--- src/rtl/sorted_stream_out.sv ---
// Snapshot of the sorter's result streamed out one element per valid/ready handshake.
// Build option SORTED_STREAM_DESCENDING_EN streams largest-first instead of smallest-first.
//
// state  | meaning
// -------+---------------------------------------------------------------
// IDLE   | waiting for a rising edge on sort_ready; outputs quiet
// STREAM | presenting buffer[index]; advancing on each handshake
module sorted_stream_out #(
    parameter int N = 8,
    parameter int W = 8
) (
    input  logic         clk,
    input  logic         reset,
    input  logic [W-1:0] sorted_array [N],
    input  logic         sort_ready,
    output logic [W-1:0] out_data,
    output logic         out_valid,
    input  logic         out_ready,
    output logic         out_last,
    output logic         busy,
    output logic         done,
    output logic         overrun
);

    localparam int IW = (N > 1) ? $clog2(N) : 1;

`ifdef SORTED_STREAM_DESCENDING_EN
    localparam logic [IW-1:0] FIRST_IDX = IW'(N - 1);
    localparam logic [IW-1:0] END_IDX   = '0;
`else
    localparam logic [IW-1:0] FIRST_IDX = '0;
    localparam logic [IW-1:0] END_IDX   = IW'(N - 1);
`endif

    typedef enum logic {
        IDLE   = 1'b0,
        STREAM = 1'b1
    } state_t;

    state_t        state;
    state_t        state_nxt;
    logic [IW-1:0] index;
    logic          ready_q;
    logic          start;
    logic          streaming;
    logic          handshake;
    logic          at_end;
    logic [W-1:0]  buffer [N];

    // A held sort_ready level yields a single start; reset clears ready_q so a
    // level still high afterwards is seen as a fresh edge.
    assign start     = sort_ready & ~ready_q;
    assign streaming = (state == STREAM);
    assign handshake = streaming & out_ready;
    assign at_end    = (index == END_IDX);

    always_ff @(posedge clk) begin
        if (reset) begin
            state <= IDLE;
        end else begin
            state <= state_nxt;
        end
    end

    always_comb begin
        state_nxt = state;
        case (state)
            IDLE: begin
                if (start) begin
                    state_nxt = STREAM;
                end
            end
            STREAM: begin
                if (handshake && at_end) begin
                    state_nxt = IDLE;
                end
            end
            default: state_nxt = IDLE;
        endcase
    end

    always_comb begin
        out_valid = streaming;
        busy      = streaming;
        out_last  = streaming & at_end;
        out_data  = streaming ? buffer[index] : '0;
    end

    // A start arriving while streaming (including on the final handshake) is
    // discarded and only recorded in the sticky overrun flag.
    always_ff @(posedge clk) begin
        if (reset) begin
            ready_q <= 1'b0;
            index   <= '0;
            done    <= 1'b0;
            overrun <= 1'b0;
            for (int i = 0; i < N; i++) begin
                buffer[i] <= '0;
            end
        end else begin
            ready_q <= sort_ready;
            done    <= handshake & at_end;
            if (streaming && start) begin
                overrun <= 1'b1;
            end
            if (!streaming && start) begin
                index <= FIRST_IDX;
                for (int i = 0; i < N; i++) begin
                    buffer[i] <= sorted_array[i];
                end
            end else if (handshake && !at_end) begin
`ifdef SORTED_STREAM_DESCENDING_EN
                index <= index - 1'b1;
`else
                index <= index + 1'b1;
`endif
            end
        end
    end

endmodule

--- config.mk ---
export PLATFORM = sky130hd
export DESIGN_NAME = sorted_stream_out
export DESIGN_NICKNAME = d
export VERILOG_FILES = /design/src/rtl/sorted_stream_out.sv
export SDC_FILE = /design/constraint.sdc
export NUM_CORES = 1
export LEC_CHECK = 0
export CAP_MARGIN = 10
export CORE_ASPECT_RATIO = 0.75
export CORE_MARGIN = 3
export CORE_UTILIZATION = 45
export DETAILED_ROUTE_END_ITERATION = 16
export PLACE_DENSITY = 0.74
export SETUP_SLACK_MARGIN = 0.05
export SYNTH_ARGS = -nofsm -noshare
export SYNTH_HDL_FRONTEND = slang
export SYNTH_SLANG_ARGS = --single-unit
--- constraint.sdc ---
create_clock -name clk -period 4.52 [get_ports clk]
set_input_delay 0.678 -clock clk [delete_from_list [all_inputs] [get_ports clk]]
set_output_delay 0.678 -clock clk [all_outputs]
set_load 0.03 [all_outputs]
### After elaboration in Yosys (flattened, before gate mapping)

Memory sizes are Yosys's and may differ from the RTL's. A register that Yosys moved wholly into a read port is not among the register bits.
Index checks and enable logic that the tools add are counted.

| operators by class | value |
|---|---|
| add/subtract/negate cells | 1 |
| equality and inequality tests | 1 |
| mux-type cells | 19 |
| bitwise gates (word level) | 14 |
| reduce and logical (&&, ||, !) cells | 7 |

Operators by type and width:

| operator | number |
|---|---|
| two-way mux 8 bit | 9 |
| bitwise OR 1 bit | 8 |
| two-way mux 1 bit | 7 |
| two-way mux 3 bit | 2 |
| bitwise AND 1 bit | 4 |
| logical AND 1 bit | 4 |
| adder 3 x 1 -> 3 bit, second input constant | 1 |
| == test 3 bit, second input constant | 1 |
| zero test 1 bit | 2 |
| NOT 1 bit | 2 |
| case mux 1 bit (2 select lines) | 1 |
| OR reduction 2 bit | 1 |

| storage, ports and cells | value |
|---|---|
| register bits after elaboration | 7 |
| bits in writable memories | 64 |
| output and inout bits | 13 |
| memories kept | 1 |

Memories:

| name | words | width | rd ports | clocked after Yosys merged registers in | wr ports | line | source |
|---|---|---|---|---|---|---|---|
| buffer | 8 | 8 | 1 | 1 | 8 | 48 | `logic [W-1:0] buffer [N];` |

### Depth between registers and ports, before layout

Gate-level depths: netlist of the first run.

| depth | value |
|---|---|
| word-level depth | 7 |
| gate-level depth with buffers | 5 |
| gate-level depth less buffers | 5 |

### Least setup slack after synthesis of the first run

No wires, ideal clock.

| path | value |
|---|---|
| path kind | in2reg |
| start point | input port sort_ready |
| end point | memory buffer[0][0] (enable) |
| library setup time | 0.451 ns |
| arrival | 2.869 ns |
| required time | 4.069 ns |
| slack | 1.200 ns |
| stages | 3 |
| buffers on the path | 1 |
| path through | nor3b_1 -> or2_2 -> clkbuf_1 |

RTL lines:

| item | line | source |
|---|---|---|
| start, declared | 15 | `input logic sort_ready,` |
| end, declared | 48 |  |

==> results.ini, run 1 <==
[status]
status = completed

[pwr]
p_per_area_nw_per_um2 = 334.1
switching_share_pct = 21.31
ir_worst_vdd_mv = 0.1829
p_clk_share_pct = 33.4
total_power_mw = 1.453
seqPwrFrac_pct = 55.8
power.leakage_nw = 1.595
combPwrFrac_pct = 10.8
power_switching_mw = 0.3097
p_int_mw = 1.143

[clock_network]
root_buffer = clkbuf_8
clk_latency_ns = 0.33
post_cts_resized = 0
cts_max_level = 3
cts_tree = built
numCtsBuffers = 9
cts.sinks = 74
postCtsHoldBufs = 0
post-cts-setup-buffers = 0
ctsLongestPathBuffers = 2
path_clk_slew_ns = 0.08

[cells_and_area]
mostFrequentLayoutCell = clkdlybuf4s50_1
drive_gt1_share_pct = 9.215
layout_common_cells = clkdlybuf4s50_1, edfxtp_1, and2_1
final_nets = 359
diodes = 0
syn_to_final_growth_pct = 32.77
final_cell_area_um2 = 4349

[place]
gp_congestion = 0.7142
port_buffers = 80
post_dp_cell_area_um2 = 4129
dpl.hpwl_mm = 4.057

[sta]
finalWorstPathRequiredPeriod_ns = 3.471
max_slew.worst_pin.slew_ns = 1.005
period_share_pct = 76.80
hold_viol = 0
setup-tns-final_ns = 0
maxSlewHeadroom_pct = 32.88
finalSetupViolCount = 0
max_freq_mhz = 288.1
rsz0062_at_grt = false
skew_ns = 0.006445
drv_slew = 0

[worst_setup_path]
endpoint_kind = output pin
cp_max_fo = 16
criticalPathCategory = reg -> out
cp-start-kind = register
critPathArrivalTime_ns = 2.79
crit_required_ns = 3.84

[logic_synthesis]
syn-cell-area_um2 = 3276
ys_seq_area_share_pct = 64.78
post-synth-top-area-cell = edfxtp_1
synth_area_per_cell_um2 = 15.67
yosysWarnings = 0
synth_cells = 209
ys_seq_elements = 74
synth_flop_cell = edfxtp_1
synth_top_area_share_pct = 58.67
synth-edff-count = 64
yosysUniqueCellTypes = 24
synthArstFlopShare_pct = 0
ys_top_cells_by_area = edfxtp_1, and2_1, mux4_2
syn-num-nets = 280

[routing]
avgRoutedWirePerCell_um = 15.28
wl_mm = 5.973
vias = 1808
drt-pass1-iter-count = 4
drc = 0
antenna_left = 0
drtIter0Drc = 103
via_per_inst = 4.624

[floorplanning]
dieArea_um2 = 8350
num_rows = 26
die_width_um = 104.5
core_um2 = 6929
pin_count = 81
start_util_pct = 47.27
die_h_um = 79.89

[flow_run]
maxCapViolCount = 0

[grt]
grt_pass1_wl_mm = 9.597
grt-ovfl-total = 0
grt_use_total_pct = 15.23
grt_max_degree = 49
first_global_vias = 1861
antenna_found_initial = 0

[min_path]
hp-class = reg -> reg

area by class of cell:
cell class                 instances  area, um^2
inverter                           1       3.754
timing repair buffer              82       848.3
clock inverter                     7       68.82
sequential                        74        2122
multi-input combinational        120        1060
tap                               98       122.6
clock buffer                       9       123.9
fill                             538        2580
critical path, stage by stage, from the launching register on:
cell and delay (ns):
dfxtp_1 0.99, mux4_1 0.66, mux2i_1 0.16, nor2_1 0.06
clkdlybuf4s50_1 0.60
flip-flops by register name, summed over array words and instances, names as in the netlist, named ones only:
| register | cells |
|---|---|
| buffer | 64 |
| busy | 1 |
| done | 1 |
| index | 3 |
| overrun | 1 |
| ready_q | 1 |
synthesized netlist by cell type (2+ instances only):
library cell / n
edfxtp_1: 64
and2_1: 49
nor2b_1: 18
nor2_1: 16
dfxtp_1: 10
mux2i_1: 10
mux4_2: 10
mux4_1: 6
clkbuf_1: 5
buf_2: 3
ha_1: 3
buf_4: 2
clkbuf_2: 2
logic make-up after synthesis:
group / Yosys count / share of synthesized area, %
AO/OA/AOI/OAI: 2 / 0.4201
XOR/XNOR: 1 / 0.2674
adder cells (fa/ha/maj): 3 / 1.146
buffers and inverters: 15 / 2.864
flip-flops: 74 / 64.78
multiplexers: 26 / 14.74
AND/OR/NAND/NOR: 88 / 15.78
power groups by stage:
stage / Sequential [mW] / Combinational [mW] / Clock (mW)
CTS: 0.811 / 0.156 / 0.505
global route: 0.816 / 0.171 / 0.527
global placement: 0.824 / 0.155 / 0
detailed placement: 0.827 / 0.156 / 0
finish: 0.811 / 0.157 / 0.485
floorplan: 0.822 / 0.0741 / 0
through the flow:
| stage | hold slack [ns] | std cells | utilization, % | setup WS, ns |
|---|---|---|---|---|
| 3_5_place_dp | 0.4662 | 374 | 59.59 | 1.290 |
| 5_1_grt | 0.5373 | 391 | 62.77 | 0.8381 |
| 2_1_floorplan | 0.4876 | 209 | - | 1.200 |
| 3_3_place_gp | 0.4505 | 374 | 59.59 | 1.324 |
| 6_report | 0.4772 | 391 | 62.77 | 1.049 |
| 4_1_cts | 0.4849 | 390 | 62.37 | 0.9658 |
per-layer routing:
metal / track usage [%] / part of all wire (%) / vias up
li1: - / - / 914
met1: 20.26 / 47 / 831
met2: 23.90 / 46 / 61
met3: 5.012 / 6.3 / 2
met4: 4.781 / 0.25 / 0
met5: 0 / 0 / -
path summary, 6_finish.rpt:
check | cells past startpoint | start | endpoint | slack, ns
worst max-delay path | 4 | register | out_data[2] | 1.05
worst min-delay path | 2 | overrun$_SDFFE_PP0P_ | overrun$_SDFFE_PP0P_ | 0.48
worst max register to register | 3 | busy$_SDFF_PP0_ | buffer[6][6]$_SDFFCE_PP0P_ | 2.61
worst min register to register | 2 | overrun$_SDFFE_PP0P_ | overrun$_SDFFE_PP0P_ | 0.48
(Power assumes the default switching activity.)
==> run 2, diff against run 1 <==
CORE_UTILIZATION = 44   (was 45)
PLACE_DENSITY = 0.75   (was 0.74)
clock period = 2.9 ns   (was 4.52 ns; I/O delays follow)
==> run 2 against run 1 <==
Net effect:
- non-clock buffer count increased by 4
- final area increased by 0.81%
- combinational power increased by 54%
- largest power group unchanged
- critical endpoint is now out_data[7]
- highest routed layer unchanged
- global-route usage decreased by 0.12 points
- largest cell class unchanged
- routed wire length decreased by 0.17%
- utilization decreased by 0.37 points
==> results.ini, run 2 (synthesized netlist as in run 1, its figures left out) <==
[status]
status = completed

[routing]
antenna_left = 0
wl_mm = 5.963
drtIter0Drc = 44
drt-pass1-iter-count = 4
drc = 0
via_per_inst = 4.709
avgRoutedWirePerCell_um = 15.10
vias = 1860

[min_path]
whs_endpoint = overrun$_SDFFE_PP0P_
worstHoldPathCells = 2
hp-class = reg -> reg
hp-start = overrun$_SDFFE_PP0P_

[pwr]
p_per_area_nw_per_um2 = 536.0
ir_worst_vdd_mv = 0.2296
total_power_mw = 2.350
power.leakage_nw = 1.637

[clock_network]
root_buffer = clkbuf_8
cts.sinks = 74
cts_tree = built
path_clk_slew_ns = 0.07
ctsLongestPathBuffers = 2
numCtsBuffers = 9
cts_max_level = 3
clk_latency_ns = 0.34

[worst_setup_path]
crit_required_ns = 2.47
critPathArrivalTime_ns = 2.29
worst_r2r_endpoint = buffer[2][5]$_SDFFCE_PN0P_
rr_worst_depth = 3
cp-start-kind = register
r2r_slack_ns = 1.41
cp_max_fo = 10
r2r_start = busy$_SDFF_PP0_
criticalPathCategory = reg -> out
endpoint_kind = output pin

[cells_and_area]
top_regs = buffer x64, index x3
mostFrequentLayoutCell = clkdlybuf4s50_1
layout_common_cells = clkdlybuf4s50_1, edfxtp_1, and2_1
largest_register_ffs = 64
drive_gt1_share_pct = 11.11
syn_to_final_growth_pct = 33.84
diodes = 0
final_nets = 363
regMostFlops = buffer

[sta]
maxSlewHeadroom_pct = 62.72
finalWorstPathRequiredPeriod_ns = 2.723
drv_slew = 0
period_share_pct = 93.89
hold_viol = 0
max_slew.worst_pin.slew_ns = 0.5585
setup-tns-final_ns = 0
whs_ns = 0.4742
skew_ns = 0.004599
finalSetupViolCount = 0
max_freq_mhz = 367.3
rsz0062_at_grt = false

[floorplanning]
start_util_pct = 46.62
dieArea_um2 = 8527
num_rows = 26
core_um2 = 7027
die_width_um = 105.6
pin_count = 81
die_h_um = 80.73

[grt]
antenna_found_initial = 0
first_global_vias = 1927
grt_max_degree = 71
grt-ovfl-total = 0
grt_use_total_pct = 15.11
grt_pass1_wl_mm = 9.611

[place]
port_buffers = 80
gp_congestion = 0.7388
dpl.hpwl_mm = 4.151

[flow_run]
maxCapViolCount = 0

[run 2: changes by cell type in the layout (fill, tap and decap cells not counted), sizes merged]
cell | before | now
buf | 2 | 7
dlymetal6s2s | 0 | 1
bufinv | 1 | 2
clkinvlp | 3 | 4
inv | 2 | 1
clkdlybuf4s50 | 80 | 78
clkinv | 2 | 1
[run 2: through the flow]
step | worst slack (ns) | cells | area (um^2) | utilization [%]
6_report | 0.1772 | 395 | 4384 | 62.39
3_3_place_gp | 0.5566 | 379 | 4164 | 59.26
2_1_floorplan | 0.7473 | 209 | 3277 | -
4_1_cts | 0.1347 | 395 | 4382 | 62.36
3_5_place_dp | 0.5173 | 379 | 4164 | 59.26
5_1_grt | 0.06608 | 395 | 4384 | 62.39
[run 2: metal layers]
metal  vias up  wire, um  share of wire (%)  global-route usage [%]
li1        921         -                  -                       -
met1       872      2658                 45                   19.34
met2        62      2894                 49                   23.79
met3         5       365                6.1                   5.783
met4         0        45               0.75                   5.433
met5         -         0                  0                       0
[run 2: worst max-delay path: stages (launching register included)]
cell             delay [ns]
dfxtp_1                0.34
buf_4                  0.23
mux4_1                 0.59
mux2i_1                0.15
nor2_1                 0.05
clkdlybuf4s50_1        0.60
[run 2: what timing repair did]
action	CTS	global route
buffers inserted	0	0
hold buffers	0	0
endpoints found under the setup margin	0	1
resized for setup	0	1
endpoints found under the hold margin	0	0
[run 2: worst max path at each step]
stage	from	endpoint
floorplan	busy$_SDFF_PP0_	buffer[0][0]$_SDFFCE_PN0P_
global placement	register	out_data[0]
detailed placement	register	out_data[0]
CTS	register	out_data[0]
global route	register	out_data[7]
finish	register	out_data[7]
[run 2: area by class of cell]
class | instances | area, um^2
inverter | 1 | 3.754
timing repair buffer | 86 | 858.3
clock inverter | 7 | 93.84
sequential | 74 | 2122
multi-input combinational | 120 | 1060
tap | 98 | 122.6
fill | 543 | 2643
clock buffer | 9 | 123.9
[run 2: report_power, final]
part	switching, mW	internal, mW	total [mW]
logic	0.0951	0.147	0.242
registers	0.0231	1.24	1.26
clock network	0.366	0.480	0.846
total	0.484	1.87	2.35
==> run 3, diff against run 2 <==
CORE_ASPECT_RATIO = unset   (was 0.75)
SLEW_MARGIN = 20   (was unset)
==> run 3 against run 2 <==
Net effect:
- non-clock buffer count rose by 2
- combinational power rose by 5%
- worst hold slack improved by 0.028 ns
- cell count did not move
- global-route usage rose by 0.89 points
- largest cell class unchanged
- clock-buffer cell count did not move
- highest routed layer unchanged
- clock skew rose by 0.00056 ns
- setup slack got worse by 0.026 ns
- clock power rose by 0.8%
==> results.ini, run 3 (synthesized netlist as in run 1, its figures left out) <==
[place]
pre_cts_slack_ns = 0.4675
port_buffers = 80
dpl.hpwl_mm = 4.492
dpl.cell_count = 379
gp_congestion = 0.7380

[pwr]
seqPwrFrac_pct = 53.3
combPwrFrac_pct = 10.7
p_int_mw = 1.871
switching_share_pct = 21.01
power.leakage_nw = 1.684
p_clk_share_pct = 36.0
p_per_area_nw_per_um2 = 536.3
power_switching_mw = 0.4976
ir_worst_vdd_mv = 0.3285

[cells_and_area]
final-seq-area_um2 = 2122
diodes = 0
largest_register_ffs = 64
final_core_util_pct = 62.92
syn_to_final_growth_pct = 34.84
top_regs = buffer x64, index x3
final_nets = 365
drive_gt1_share_pct = 11.37
mostFrequentLayoutCell = clkdlybuf4s50_1
regMostFlops = buffer
multi_input_area_um2 = 1060
final_cells = 395
fillers = 554
layout_common_cells = clkdlybuf4s50_1, edfxtp_1, and2_1

[routing]
antenna_left = 0
avgRoutedWirePerCell_um = 16.66
via_per_inst = 4.922
vias = 1944
wl_mm = 6.581
drt-pass1-iter-count = 4
drtIter0Drc = 75
drc = 0

[clock_network]
cts.sinks = 74
cts_tree = built
root_buffer = clkbuf_8
post_cts_resized = 0
cts_max_level = 3
ctsLongestPathBuffers = 2
clk_latency_ns = 0.34
path_clk_slew_ns = 0.07
post-cts-setup-buffers = 0
numCtsBuffers = 9
postCtsHoldBufs = 0

[sta]
maxSlewHeadroom_pct = 61.42
finalSetupViolCount = 0
skew_ns = 0.005163
max_slew.worst_pin.slew_ns = 0.5779
period_share_pct = 94.77
finalWorstPathRequiredPeriod_ns = 2.748
setup-tns-final_ns = 0
fin_ws_ns = 0.1517
rsz0062_at_grt = false
hold_viol = 0
drv_slew = 0
max_freq_mhz = 363.9

[floorplanning]
start_util_pct = 46.67
dieArea_um2 = 8516
core_um2 = 7019
num_rows = 30
die_h_um = 92.28
die_width_um = 92.28
pin_count = 81

[worst_setup_path]
r2r_start = busy$_SDFF_PP0_
r2r_slack_ns = 1.15
cp_max_fo = 12
cp-start-kind = register
endpoint_kind = output pin
criticalPathCategory = reg -> out
crit_required_ns = 2.47
critPathArrivalTime_ns = 2.31

[grt]
first_global_vias = 2060
antenna_found_initial = 0
grt_max_degree = 49
grt_use_total_pct = 16.00
grt_pass1_wl_mm = 10.12
grt-ovfl-total = 0

[status]
status = completed

[min_path]
hp-start = overrun$_SDFFE_PP0P_
hp-class = reg -> reg

[flow_run]
maxCapViolCount = 0

-- run 3: area by class of cell --
| cell class | count | area share (%) |
|---|---|---|
| clock buffer | 9 | 2.805 |
| clock inverter | 7 | 2.125 |
| inverter | 1 | 0.08499 |
| multi-input combinational | 120 | 23.99 |
| sequential | 74 | 48.05 |
| tap | 96 | 2.720 |
| timing repair buffer | 88 | 20.23 |
-- run 3: critical path, cell delays in order (launching register included) --
cell             delay, ns
dfxtp_1               0.33
buf_4                 0.26
mux4_1                0.58
mux2i_1               0.14
nor2_1                0.06
clkdlybuf4s50_1       0.61
-- run 3: metal layers --
metal / GRT usage [%] / vias to the layer above / wire length, um
met5: 0 / - / 0
met4: 7.054 / 0 / 104
met3: 3.610 / 8 / 307
met2: 26.76 / 54 / 3373
met1: 19.90 / 955 / 2795
li1: - / 927 / -
-- run 3: worst paths after layout --
path                                      to  cells after the start
setup / recovery                 out_data[7]                      5
hold / removal          overrun$_SDFFE_PP0P_                      2
setup reg to reg  buffer[0][5]$_SDFFCE_PN0P_                      3
hold reg to reg         overrun$_SDFFE_PP0P_                      2
-- run 3: per-stage QoR --
step	area, um^2	hold slack, ns	total power, mW
after floorplan	3277	0.4876	1.395
after global placement	4192	0.4624	1.534
after detailed placement	4192	0.4825	1.542
after CTS	4409	0.5082	2.390
after global routing	4417	0.5407	2.452
final	4417	0.5020	2.369
-- run 3: power groups by stage --
stage | logic, mW | registers (mW) | clock network, mW
after CTS | 0.257 | 1.26 | 0.869
after global routing | 0.272 | 1.27 | 0.911
after floorplan | 0.116 | 1.28 | 0
final | 0.253 | 1.26 | 0.853
after detailed placement | 0.254 | 1.29 | 0
after global placement | 0.250 | 1.28 | 0
